## config.mk

```make
export PLATFORM = sky130hd
export DESIGN_NAME = mac_operand_feeder
export DESIGN_NICKNAME = d
export VERILOG_FILES = /design/src/rtl/tpu_pkg.sv /design/src/rtl/mac_pair_fifo.sv /design/src/rtl/mac_operand_feeder.sv
export SDC_FILE = /design/constraint.sdc
export NUM_CORES = 1
export LEC_CHECK = 0
export ABC_AREA = 1
export BUFFER_PORTS_ARGS = -buffer_cell sky130_fd_sc_hd__buf_4
export CAP_MARGIN = 5
export CORE_MARGIN = 4
export CORE_UTILIZATION = 45
export DETAILED_ROUTE_END_ITERATION = 8
export PLACE_DENSITY = 0.63
export REMOVE_ABC_BUFFERS = 1
export SKIP_LAST_GASP = 1
export SLEW_MARGIN = 20
export SYNTH_ARGS = -nofsm -noshare
export SYNTH_HDL_FRONTEND = slang
export SYNTH_SLANG_ARGS = --single-unit
```

## constraint.sdc

```tcl
create_clock -name clk -period 2.23 [get_ports clk]
set_input_delay 0.223 -clock clk [delete_from_list [all_inputs] [get_ports clk]]
set_output_delay 0.223 -clock clk [all_outputs]
set_load 0.005 [all_outputs]
```

## src/rtl/tpu_pkg.sv

```systemverilog
`default_nettype none
// ============================================================================
// tpu_pkg : widths, minifloat field positions and shared types for the
//           minifloat MAC operand feeder.
// Revision: 1.0
// ============================================================================
package tpu_pkg;

    localparam int MF_W   = 8;
    localparam int ACC_W  = 32;
    localparam int HALF_W = 16;

    // Minifloat layout: sign[7], exponent[6:3], mantissa[2:0]
    localparam int MF_SIGN_BIT = 7;
    localparam int MF_EXP_MSB  = 6;
    localparam int MF_EXP_LSB  = 3;
    localparam int MF_MAN_MSB  = 2;
    localparam int MF_MAN_LSB  = 0;

    typedef struct packed {
        logic [MF_W-1:0] a;
        logic [MF_W-1:0] b;
        logic            last;
    } mf_pair_t;

    localparam int PAIR_W = $bits(mf_pair_t);

    typedef enum logic [2:0] {
        ST_IDLE    = 3'd0,
        ST_CLEAR   = 3'd1,
        ST_FETCH   = 3'd2,
        ST_ISSUE   = 3'd3,
        ST_WAIT    = 3'd4,
        ST_READ_HI = 3'd5,
        ST_READ_LO = 3'd6,
        ST_RESULT  = 3'd7
    } feeder_state_t;

endpackage
`default_nettype wire

```

## src/rtl/mac_pair_fifo.sv

```systemverilog
`default_nettype none
// ============================================================================
// mac_pair_fifo : synchronous FIFO with registered full/empty flags.
// Revision: 1.0
// ============================================================================
module mac_pair_fifo
    import tpu_pkg::*;
#(
    parameter int DEPTH = 8,
    parameter int WIDTH = PAIR_W
) (
    input  logic             clk,
    input  logic             reset,
    input  logic             push_i,
    input  logic [WIDTH-1:0] wdata_i,
    input  logic             pop_i,
    output logic [WIDTH-1:0] rdata_o,
    output logic             full_o,
    output logic             empty_o
);

    localparam int AW = (DEPTH > 1) ? $clog2(DEPTH) : 1;
    localparam logic [AW:0] FULL_CNT = DEPTH[AW:0];

    logic [WIDTH-1:0] mem_q [DEPTH];
    logic [AW-1:0]    wr_ptr_q;
    logic [AW-1:0]    rd_ptr_q;
    logic [AW:0]      count_q;
    logic [AW:0]      count_d;
    logic             full_q;
    logic             empty_q;
    logic             w_push;
    logic             w_pop;

    assign w_push = push_i & ~full_q;
    assign w_pop  = pop_i & ~empty_q;

    always_comb begin
        count_d = count_q;
        case ({w_push, w_pop})
            2'b10:   count_d = count_q + 1'b1;
            2'b01:   count_d = count_q - 1'b1;
            default: count_d = count_q;
        endcase
    end

    // Pointers are power-of-two wide, so plain increment wraps modulo DEPTH
    always_ff @(posedge clk) begin
        if (reset) begin
            wr_ptr_q <= '0;
            rd_ptr_q <= '0;
            count_q  <= '0;
            full_q   <= 1'b0;
            empty_q  <= 1'b1;
        end else begin
            if (w_push) wr_ptr_q <= wr_ptr_q + 1'b1;
            if (w_pop)  rd_ptr_q <= rd_ptr_q + 1'b1;
            count_q <= count_d;
            full_q  <= (count_d == FULL_CNT);
            empty_q <= (count_d == '0);
        end
    end

    always_ff @(posedge clk) begin
        if (w_push) mem_q[wr_ptr_q] <= wdata_i;
    end

    assign rdata_o = mem_q[rd_ptr_q];
    assign full_o  = full_q;
    assign empty_o = empty_q;

endmodule
`default_nettype wire

```

## src/rtl/mac_operand_feeder.sv

```systemverilog
`default_nettype none
// ============================================================================
// mac_operand_feeder : buffers minifloat operand pairs, sequences the MAC one
//                      pair at a time and reads back the 32-bit accumulator.
// Revision: 1.0
// ============================================================================
module mac_operand_feeder
    import tpu_pkg::*;
#(
    parameter int DEPTH = 8,
    parameter int LEN_W = 8
) (
    input  logic              clk,
    input  logic              reset,
    input  logic              in_valid,
    output logic              in_ready,
    input  logic [MF_W-1:0]   in_a,
    input  logic [MF_W-1:0]   in_b,
    input  logic              in_last,
    output logic              mac_clear,
    output logic              mac_sync,
    output logic [MF_W-1:0]   mac_in1,
    output logic [MF_W-1:0]   mac_in2,
    input  logic              mac_ready,
    input  logic              mac_error,
    output logic              mac_out_hl,
    input  logic [HALF_W-1:0] mac_out,
    output logic              res_valid,
    input  logic              res_ready,
    output logic [ACC_W-1:0]  res_data,
    output logic              res_error,
    output logic [LEN_W-1:0]  res_count
);

    mf_pair_t         w_fifo_wdata;
    mf_pair_t         w_fifo_rdata;
    logic             w_fifo_full;
    logic             w_fifo_empty;
    logic             w_fifo_push;
    logic             w_fifo_pop;
    logic             w_cnt_sat;

    feeder_state_t    state_q;
    feeder_state_t    state_d;
    logic [MF_W-1:0]  a_q;
    logic [MF_W-1:0]  a_d;
    logic [MF_W-1:0]  b_q;
    logic [MF_W-1:0]  b_d;
    logic             last_q;
    logic             last_d;
    logic [LEN_W-1:0] count_q;
    logic [LEN_W-1:0] count_d;
    logic             err_q;
    logic             err_d;
    logic [ACC_W-1:0] data_q;
    logic [ACC_W-1:0] data_d;

    assign in_ready     = ~w_fifo_full;
    assign w_fifo_push  = in_valid & ~w_fifo_full;
    assign w_fifo_wdata = '{a: in_a, b: in_b, last: in_last};
    assign w_fifo_pop   = (state_q == ST_FETCH) & ~w_fifo_empty;
    assign w_cnt_sat    = &count_q;

    mac_pair_fifo #(
        .DEPTH (DEPTH),
        .WIDTH (PAIR_W)
    ) u_fifo (
        .clk     (clk),
        .reset   (reset),
        .push_i  (w_fifo_push),
        .wdata_i (w_fifo_wdata),
        .pop_i   (w_fifo_pop),
        .rdata_o (w_fifo_rdata),
        .full_o  (w_fifo_full),
        .empty_o (w_fifo_empty)
    );

    always_comb begin
        state_d = state_q;
        a_d     = a_q;
        b_d     = b_q;
        last_d  = last_q;
        count_d = count_q;
        err_d   = err_q;
        data_d  = data_q;
        case (state_q)
            ST_IDLE: begin
                if (!w_fifo_empty) state_d = ST_CLEAR;
            end
            ST_CLEAR: begin
                count_d = '0;
                err_d   = 1'b0;
                state_d = ST_FETCH;
            end
            ST_FETCH: begin
                if (!w_fifo_empty) begin
                    a_d     = w_fifo_rdata.a;
                    b_d     = w_fifo_rdata.b;
                    last_d  = w_fifo_rdata.last;
                    count_d = count_q + LEN_W'(1);
                    state_d = ST_ISSUE;
                end
            end
            ST_ISSUE: begin
                state_d = ST_WAIT;
            end
            ST_WAIT: begin
                // A saturated count without 'last' forces readout and flags it
                if (mac_ready) begin
                    err_d = err_q | mac_error;
                    if (last_q) begin
                        state_d = ST_READ_HI;
                    end else if (w_cnt_sat) begin
                        err_d   = 1'b1;
                        state_d = ST_READ_HI;
                    end else begin
                        state_d = ST_FETCH;
                    end
                end
            end
            ST_READ_HI: begin
                data_d[ACC_W-1:HALF_W] = mac_out;
                state_d                = ST_READ_LO;
            end
            ST_READ_LO: begin
                data_d[HALF_W-1:0] = mac_out;
                state_d            = ST_RESULT;
            end
            ST_RESULT: begin
                if (res_ready) state_d = ST_IDLE;
            end
            default: begin
                state_d = ST_IDLE;
            end
        endcase
    end

    always_ff @(posedge clk) begin
        if (reset) begin
            state_q <= ST_IDLE;
            a_q     <= '0;
            b_q     <= '0;
            last_q  <= 1'b0;
            count_q <= '0;
            err_q   <= 1'b0;
            data_q  <= '0;
        end else begin
            state_q <= state_d;
            a_q     <= a_d;
            b_q     <= b_d;
            last_q  <= last_d;
            count_q <= count_d;
            err_q   <= err_d;
            data_q  <= data_d;
        end
    end

    assign mac_clear  = (state_q == ST_CLEAR);
    assign mac_sync   = (state_q == ST_ISSUE);
    assign mac_out_hl = (state_q == ST_READ_HI);
    assign mac_in1    = a_q;
    assign mac_in2    = b_q;
    assign res_valid  = (state_q == ST_RESULT);
    assign res_data   = data_q;
    assign res_error  = err_q;
    assign res_count  = count_q;

endmodule
`default_nettype wire

```

**After elaboration in Yosys (flattened, before gate mapping)**

Memory sizes are Yosys's and may differ from the RTL's. A register that Yosys moved wholly into a read port is not among the register bits.
Index checks and enable logic that the tools add are counted.

- Memory bits (writable): 136
- Bits of input ports: 39
- Memories: 1
- Register bits: 56
- Output and inout port bits: 62

- Bitwise logic cells: 7
- Add/subtract/negate cells: 5
- Reductions and logical operators: 9
- Eq/ne operators: 14
- Muxes and demuxes: 16

Memories:

| memory | depth | bits a word | read ports | clocked after memory_dff | write ports | RTL line | RTL |
|---|---|---|---|---|---|---|---|
| u_fifo.mem_q | 8 | 17 | 1 | 1 | 1 | mac_pair_fifo.sv:25 | `logic [WIDTH-1:0] mem_q [DEPTH];` |

Operator list:

| operator | count |
|---|---|
| one-hot mux 3 bit (8 select lines) | 1 |
| two-way mux 3 bit | 6 |
| one-hot mux 8 bit (2 select lines) | 1 |
| equality test 3 bit, second input constant | 4 |
| adder 8 x 1 -> 8 bit, second input constant | 1 |
| two-way mux 8 bit | 1 |
| one-hot mux 4 bit (2 select lines) | 1 |
| AND reduction 8 bit | 1 |
| adder 3 x 1 -> 3 bit, second input constant | 2 |
| equality test 3 x 2 -> 1 bit, second input constant | 2 |
| inequality test 2 bit, second input constant | 3 |
| AND reduction 2 bit | 3 |
| two-way mux 1 bit | 5 |
| adder 4 x 1 -> 4 bit, second input constant | 1 |
| bitwise AND 1 bit | 4 |
| equality test 4 bit, second input constant | 1 |
| zero test 4 bit | 1 |
| AND reduction 4 bit | 1 |
| nonzero test 2 bit | 2 |
| subtractor 4 x 1 -> 4 bit, second input constant | 1 |
| equality test 3 x 1 -> 1 bit, second input constant | 1 |
| zero test 3 bit | 1 |
| equality test 2 x 1 -> 1 bit, second input constant | 1 |
| equality test 2 bit, second input constant | 1 |
| 4 further kinds | 5 |

**Logic depth before layout (Yosys ltp)**

- Depth after elaboration: 6
- Gate-level depth with buffers: 15

**Modules after synthesis**

Synthesis repeated with hierarchy kept, for this count alone.

- Cell total of the unflattened synthesis: 810
- Area total of the unflattened synthesis: 8428.1 um^2

By module, submodules not included:

| module | instances | area each (um^2) | cells each |
|---|---|---|---|
| mac_pair_fifo | 1 | 6063.3 | 497 |
| mac_operand_feeder | 1 | 2364.8 | 313 |

**Worst setup path before layout**

No wires, ideal clock.

- Path type: reg2reg
- Start: register u_fifo.full_q (netlist: u_fifo.full_o)
- End: memory u_fifo.mem_q[0][0] in the netlist's numbering, enable pin
- Data required time: 1.840 ns
- Stages on the path, launching flop included: 6
- Arrival time: 1.482 ns
- Setup time: 0.390 ns
- Path buffers: 0
- Slack: 0.358 ns
- Cells stage by stage: dfxtp_1 inv_1 nand2_1 inv_1 nand2_1 nor2_1

- Cells in the longest elaborated chain, start to end: 5

RTL lines:

| what | RTL line | RTL |
|---|---|---|
| start: declaration | mac_pair_fifo.sv:30 | `logic full_q;` |
| start signal: assignment | mac_pair_fifo.sv:59 | `full_q <= (count_d == FULL_CNT);` |
| inverter 1 bit * | -- |  |
| via in_ready | mac_operand_feeder.sv:16 | `output logic in_ready,` |
| bitwise AND 1 bit | mac_operand_feeder.sv:59 | `assign w_fifo_push = in_valid & ~w_fifo_full;` |
| bitwise AND 1 bit * | mac_pair_fifo.sv:35 | `assign w_push = push_i & ~full_q;` |
| two-way mux 1 bit * | mac_pair_fifo.sv:65 | `if (w_push) mem_q[wr_ptr_q] <= wdata_i;` |
| two-way mux 1 bit (implied by the code) * | mac_pair_fifo.sv:65 |  |
| end: declaration | mac_pair_fifo.sv:25 |  |

The timed path passes the listed nets; every way through them passes the cells marked *.

**Final worst setup path**

- Start: register state_q[0]
- End: output port mac_out_hl

- Cells in the longest elaborated chain, start to end: 1

RTL lines:

| what | RTL line | RTL |
|---|---|---|
| start: declaration | mac_operand_feeder.sv:43 | `feeder_state_t state_q;` |
| start signal: assignment | mac_operand_feeder.sv:148 | `state_q <= state_d;` |
| equality test 3 bit | mac_operand_feeder.sv:160 | `assign mac_out_hl = (state_q == ST_READ_HI);` |
| end: declaration | mac_operand_feeder.sv:26 | `output logic mac_out_hl,` |

Every way passes these cells.

==> metrics.log <==
[metrics] number of buffers created by CTS: 22
[metrics] deepest level of the CTS H-tree: 1
[metrics] relative area change from synthesis to final layout: 26.34%
[metrics] die area: 20,190 um2
[metrics] total power divided by cell area: 964.4 nW/um2
[metrics] critical-path maximum fanout: 12
[metrics] final worst-path cycle share: 0.9269
[metrics] number of warning messages in the yosys log: 0
[metrics] vias in the first global route: 5,833
[metrics] total of fill cells in the finished design: 1,419
[metrics] TritonCTS clock tree: yes
[metrics] NumNets Final: 933
[metrics] final hold violation count: 0
[metrics] Worst slew margin: 0.6748
[metrics] number of nets with antenna violations after routing: 0
[metrics] Reg power frac: 0.465
[metrics] cell at the root of the clock tree: sky130_fd_sc_hd__clkbuf_16
[metrics] number of DRC markers in iteration 0: 404
[metrics] overall via count from detail_route: 5,951
[metrics] worst slack, placed: 0.3087 ns
[metrics] clock-pin slew on the worst setup and hold paths: 0.06 ns
[metrics] crit-path cells: buf_4, inv_2, nor3_4, buf_4, buf_4
[metrics] total congestion overflow: 0
[metrics] final design instance area without fill: 10,220 um2
[metrics] global-route usage over all layers: 0.1889
[metrics] kind of start point of the critical path: flop
[metrics] Largest delay share family, worst path: buffers and inverters
[metrics] Longest Clk Path Bufs: 3
[metrics] clock power share: 0.344
[metrics] final setup violation count: 0
[metrics] most frequent CP cell: sky130_fd_sc_hd__buf_4
[metrics] Cell Rows: 48
[metrics] number of antenna violations at the first check in global routing: 0
[metrics] most frequently used flop master after synthesis: sky130_fd_sc_hd__edfxtp_1
[metrics] sequential cell area fraction in the yosys report: 0.6854
[metrics] wire length of the first global-routing pass: 30,600 um
[metrics] Max rail drop VDD: 0.0007775 V
[metrics] die boundary height: 142.1 um
[metrics] Final Max Tran Viols: 0
[metrics] synthesized area: 8090 um2
[metrics] buffers inserted by post-CTS timing repair: 0
[metrics] source-to-sink clock delay at the later pin of the worst-skew pair: 0.50 ns
[metrics] internal power: 0.007144 W
[metrics] leakage dissipation: 3.939 nW
[metrics] Placeable Area: 17,480 um2
[metrics] total wirelength of the detailed-routed design: 19,240 um
[metrics] unrepaired setup endpoints after global routing: no
[metrics] worst clock skew on the final layout: 0.01311 ns
[metrics] Setup CP Type: reg2out
[metrics] CP Data Required Time: 2.01 ns
[metrics] post-synthesis cell count: 744
[metrics] Avg Synthesized Cell Area: 10.87 um2
[metrics] Detailed Place HPWL: 11,700 um
[metrics] Max Freq: 0.4838 GHz
[metrics] pin slew with the least headroom to its limit: 0.4863 ns
[metrics] switching power as a share of total power: 0.2753
[metrics] final critical path time including I/O delays and setup: 2.067 ns
[metrics] Max Cap Violations: 0
[metrics] Crit path buffers/inverters: 4
[metrics] highest-delay cell along the critical path: sky130_fd_sc_hd__nor3_4
[metrics] Worst Hold Slack: 0.04126 ns
[metrics] Boundary Pins: 101
[metrics] Port-buffer cells: 100
[metrics] average wire length per cell after detail routing: 17.01 um
[metrics] global placement routability congestion: 0.8099
[metrics] number of storage elements in the synthesis netlist: 209
[metrics] multi-input combinational cell area: 2216 um2
[metrics] data arrival time of the critical path: 1.84 ns
[metrics] share of synthesized registers carrying an async set or reset: 0
[metrics] iteration count of the initial detailed-routing pass: 5
[metrics] setup TNS: 0 ns
[metrics] total net switching power: 0.002714 W
[metrics] crit path setup slack, layout: 0.1630 ns
[metrics] initial cell density of the core: 0.4629
[metrics] largest net degree at the start of global routing: 70
[metrics] Comb pwr share: 0.191
[metrics] number of distinct standard cells referenced by the synthesized netlist: 29
[metrics] Setup crit end kind: output pin
[metrics] via count normalized by instance count: 5.262
[metrics] result of the run: complete, no violations
[metrics] register area: 5547 um2
[metrics] Sink Count: 209
[metrics] horizontal extent of the die: 142.1 um
[metrics] number of enable-type register cells in the synthesized netlist: 136
[metrics] Hold WC Path Type: in2reg
[metrics] count of unresolved DRC violations after routing: 0
[metrics] total placed instance area: 9208 um2
[metrics] slowest cell delay on critical path: 0.42 ns
[metrics] proportion of layout cells with a drive suffix above 1: 0.1890
-- metal layers --
metal / track usage / part of all wire / vias up
li1: - / - / 2909
met1: 0.2491 / 0.43 / 2876
met2: 0.3165 / 0.50 / 129
met3: 0.03360 / 0.045 / 37
met4: 0.06566 / 0.027 / 0
met5: 0 / 0 / -
-- worst register-to-register path, cell delays in order (launching register included) --
cell and delay, ns:
sky130_fd_sc_hd__dfxtp_1 0.46, sky130_fd_sc_hd__inv_2 0.11, sky130_fd_sc_hd__nor2_4 0.14, sky130_fd_sc_hd__nand4_1 0.16, sky130_fd_sc_hd__nand2_1 0.13, sky130_fd_sc_hd__inv_1 0.05
sky130_fd_sc_hd__ha_1 0.26, sky130_fd_sc_hd__inv_1 0.03, sky130_fd_sc_hd__o21ai_0 0.19, sky130_fd_sc_hd__nor2_1 0.08, sky130_fd_sc_hd__nand3_1 0.10, sky130_fd_sc_hd__nand2_1 0.06
sky130_fd_sc_hd__inv_1 0.06, sky130_fd_sc_hd__a21oi_1 0.03
-- worst paths after layout --
| kind | start | end | slack (ns) | cells past startpoint |
|---|---|---|---|---|
| max | state_q[0]$_SDFFE_PP0P_ | mac_out_hl | 0.16 | 5 |
| min | mac_ready | res_error$_SDFFE_PP0P_ | 0.04 | 3 |
| max reg2reg | state_q[1]$_SDFFE_PP0P_ | u_fifo.empty_o$_SDFF_PP1_ | 0.25 | 13 |
| min reg2reg | res_error$_SDFFE_PP0P_ | res_error$_SDFFE_PP0P_ | 0.45 | 2 |
-- sequential cells by signal, summed over array words and instances, names as in the netlist, 3 cells and up --
| register | cells |
|---|---|
| u_fifo.rd_ptr_q | 3 |
| u_fifo.wr_ptr_q | 3 |
| u_fifo.mem_q | 136 |
| res_data | 32 |
| res_count | 8 |
| mac_in2 | 8 |
| state_q | 3 |
| mac_in1 | 8 |
| u_fifo.count_q | 4 |
-- Yosys cell counts (all sizes together), types with 7 or more instances --
cell type,number,area [um2]
buf,7,40.03
a21oi,37,185.2
edfxtp,136,4084
nor2,159,609.3
nand2,61,236.5
o211ai,18,135.1
o21ai,113,565.5
o22ai,17,106.4
inv,42,157.6
nand3,11,60.06
clkbuf,33,123.9
o221ai,17,148.9
dfxtp,73,1461
-- cells by family after synthesis --
family,count (synthesis),synth area share
compound gates,203,0.1420
xor+xnor,2,0.002166
fa+ha+maj,5,0.007733
simple gates,241,0.1220
buf+inv,84,0.04067
flops,209,0.6854
-- per-stage QoR --
stage,util,cells,power (W)
after floorplan,-,704,0.005716
after global placement,0.5268,1057,0.006454
after detailed placement,0.5268,1057,0.006513
after CTS,0.5847,1130,0.009947
after global routing,0.5847,1130,0.01038
final,0.5848,1131,0.009858
-- cell usage in the layout, fill, tap and decap left out, types with 4 or more instances in the layout --
cell                            synthesis  routed
sky130_fd_sc_hd__dlygate4sd3_1          0      33
sky130_fd_sc_hd__clkinv_1               2       4
sky130_fd_sc_hd__clkbuf_16              0      22
sky130_fd_sc_hd__nand3_1               10      10
sky130_fd_sc_hd__clkbuf_1              33       9
sky130_fd_sc_hd__inv_2                  4       4
sky130_fd_sc_hd__o211ai_1              18      18
sky130_fd_sc_hd__dfxtp_1               73      72
sky130_fd_sc_hd__o22ai_1               17      17
sky130_fd_sc_hd__nand2_1               58      58
sky130_fd_sc_hd__o221ai_1              17      17
sky130_fd_sc_hd__inv_1                 38      38
sky130_fd_sc_hd__edfxtp_1             136     136
sky130_fd_sc_hd__buf_4                  2     125
sky130_fd_sc_hd__ha_1                   5       5
sky130_fd_sc_hd__o21ai_0              111     111
sky130_fd_sc_hd__nor2_1               156     156
sky130_fd_sc_hd__a21oi_1               37      37
-- power groups by stage --
| stage | registers, W | logic, W | clock network (W) |
|---|---|---|---|
| global placement | 0.00465 | 0.00180 | 0 |
| finish | 0.00459 | 0.00188 | 0.00339 |
| detailed placement | 0.00466 | 0.00185 | 0 |
| floorplan | 0.00472 | 0.000996 | 0 |
| global route | 0.00461 | 0.00212 | 0.00365 |
| CTS | 0.00458 | 0.00190 | 0.00346 |
-- layout make-up --
cell class | instances | share of cell area
inverters | 44 | 0.01616
diodes | 1 | 0.0002448
multi-input cells | 451 | 0.2168
clock inverters | 7 | 0.006733
clock buffers | 33 | 0.05986
well taps | 225 | 0.02754
repair buffers | 161 | 0.1300
flip-flops and latches | 209 | 0.5427
-- repair_timing --
action,in CTS,in global routing
hold buffers,33,0
endpoints found under the hold margin,167,0
resized for setup,0,0
(Power assumes the default switching activity.)
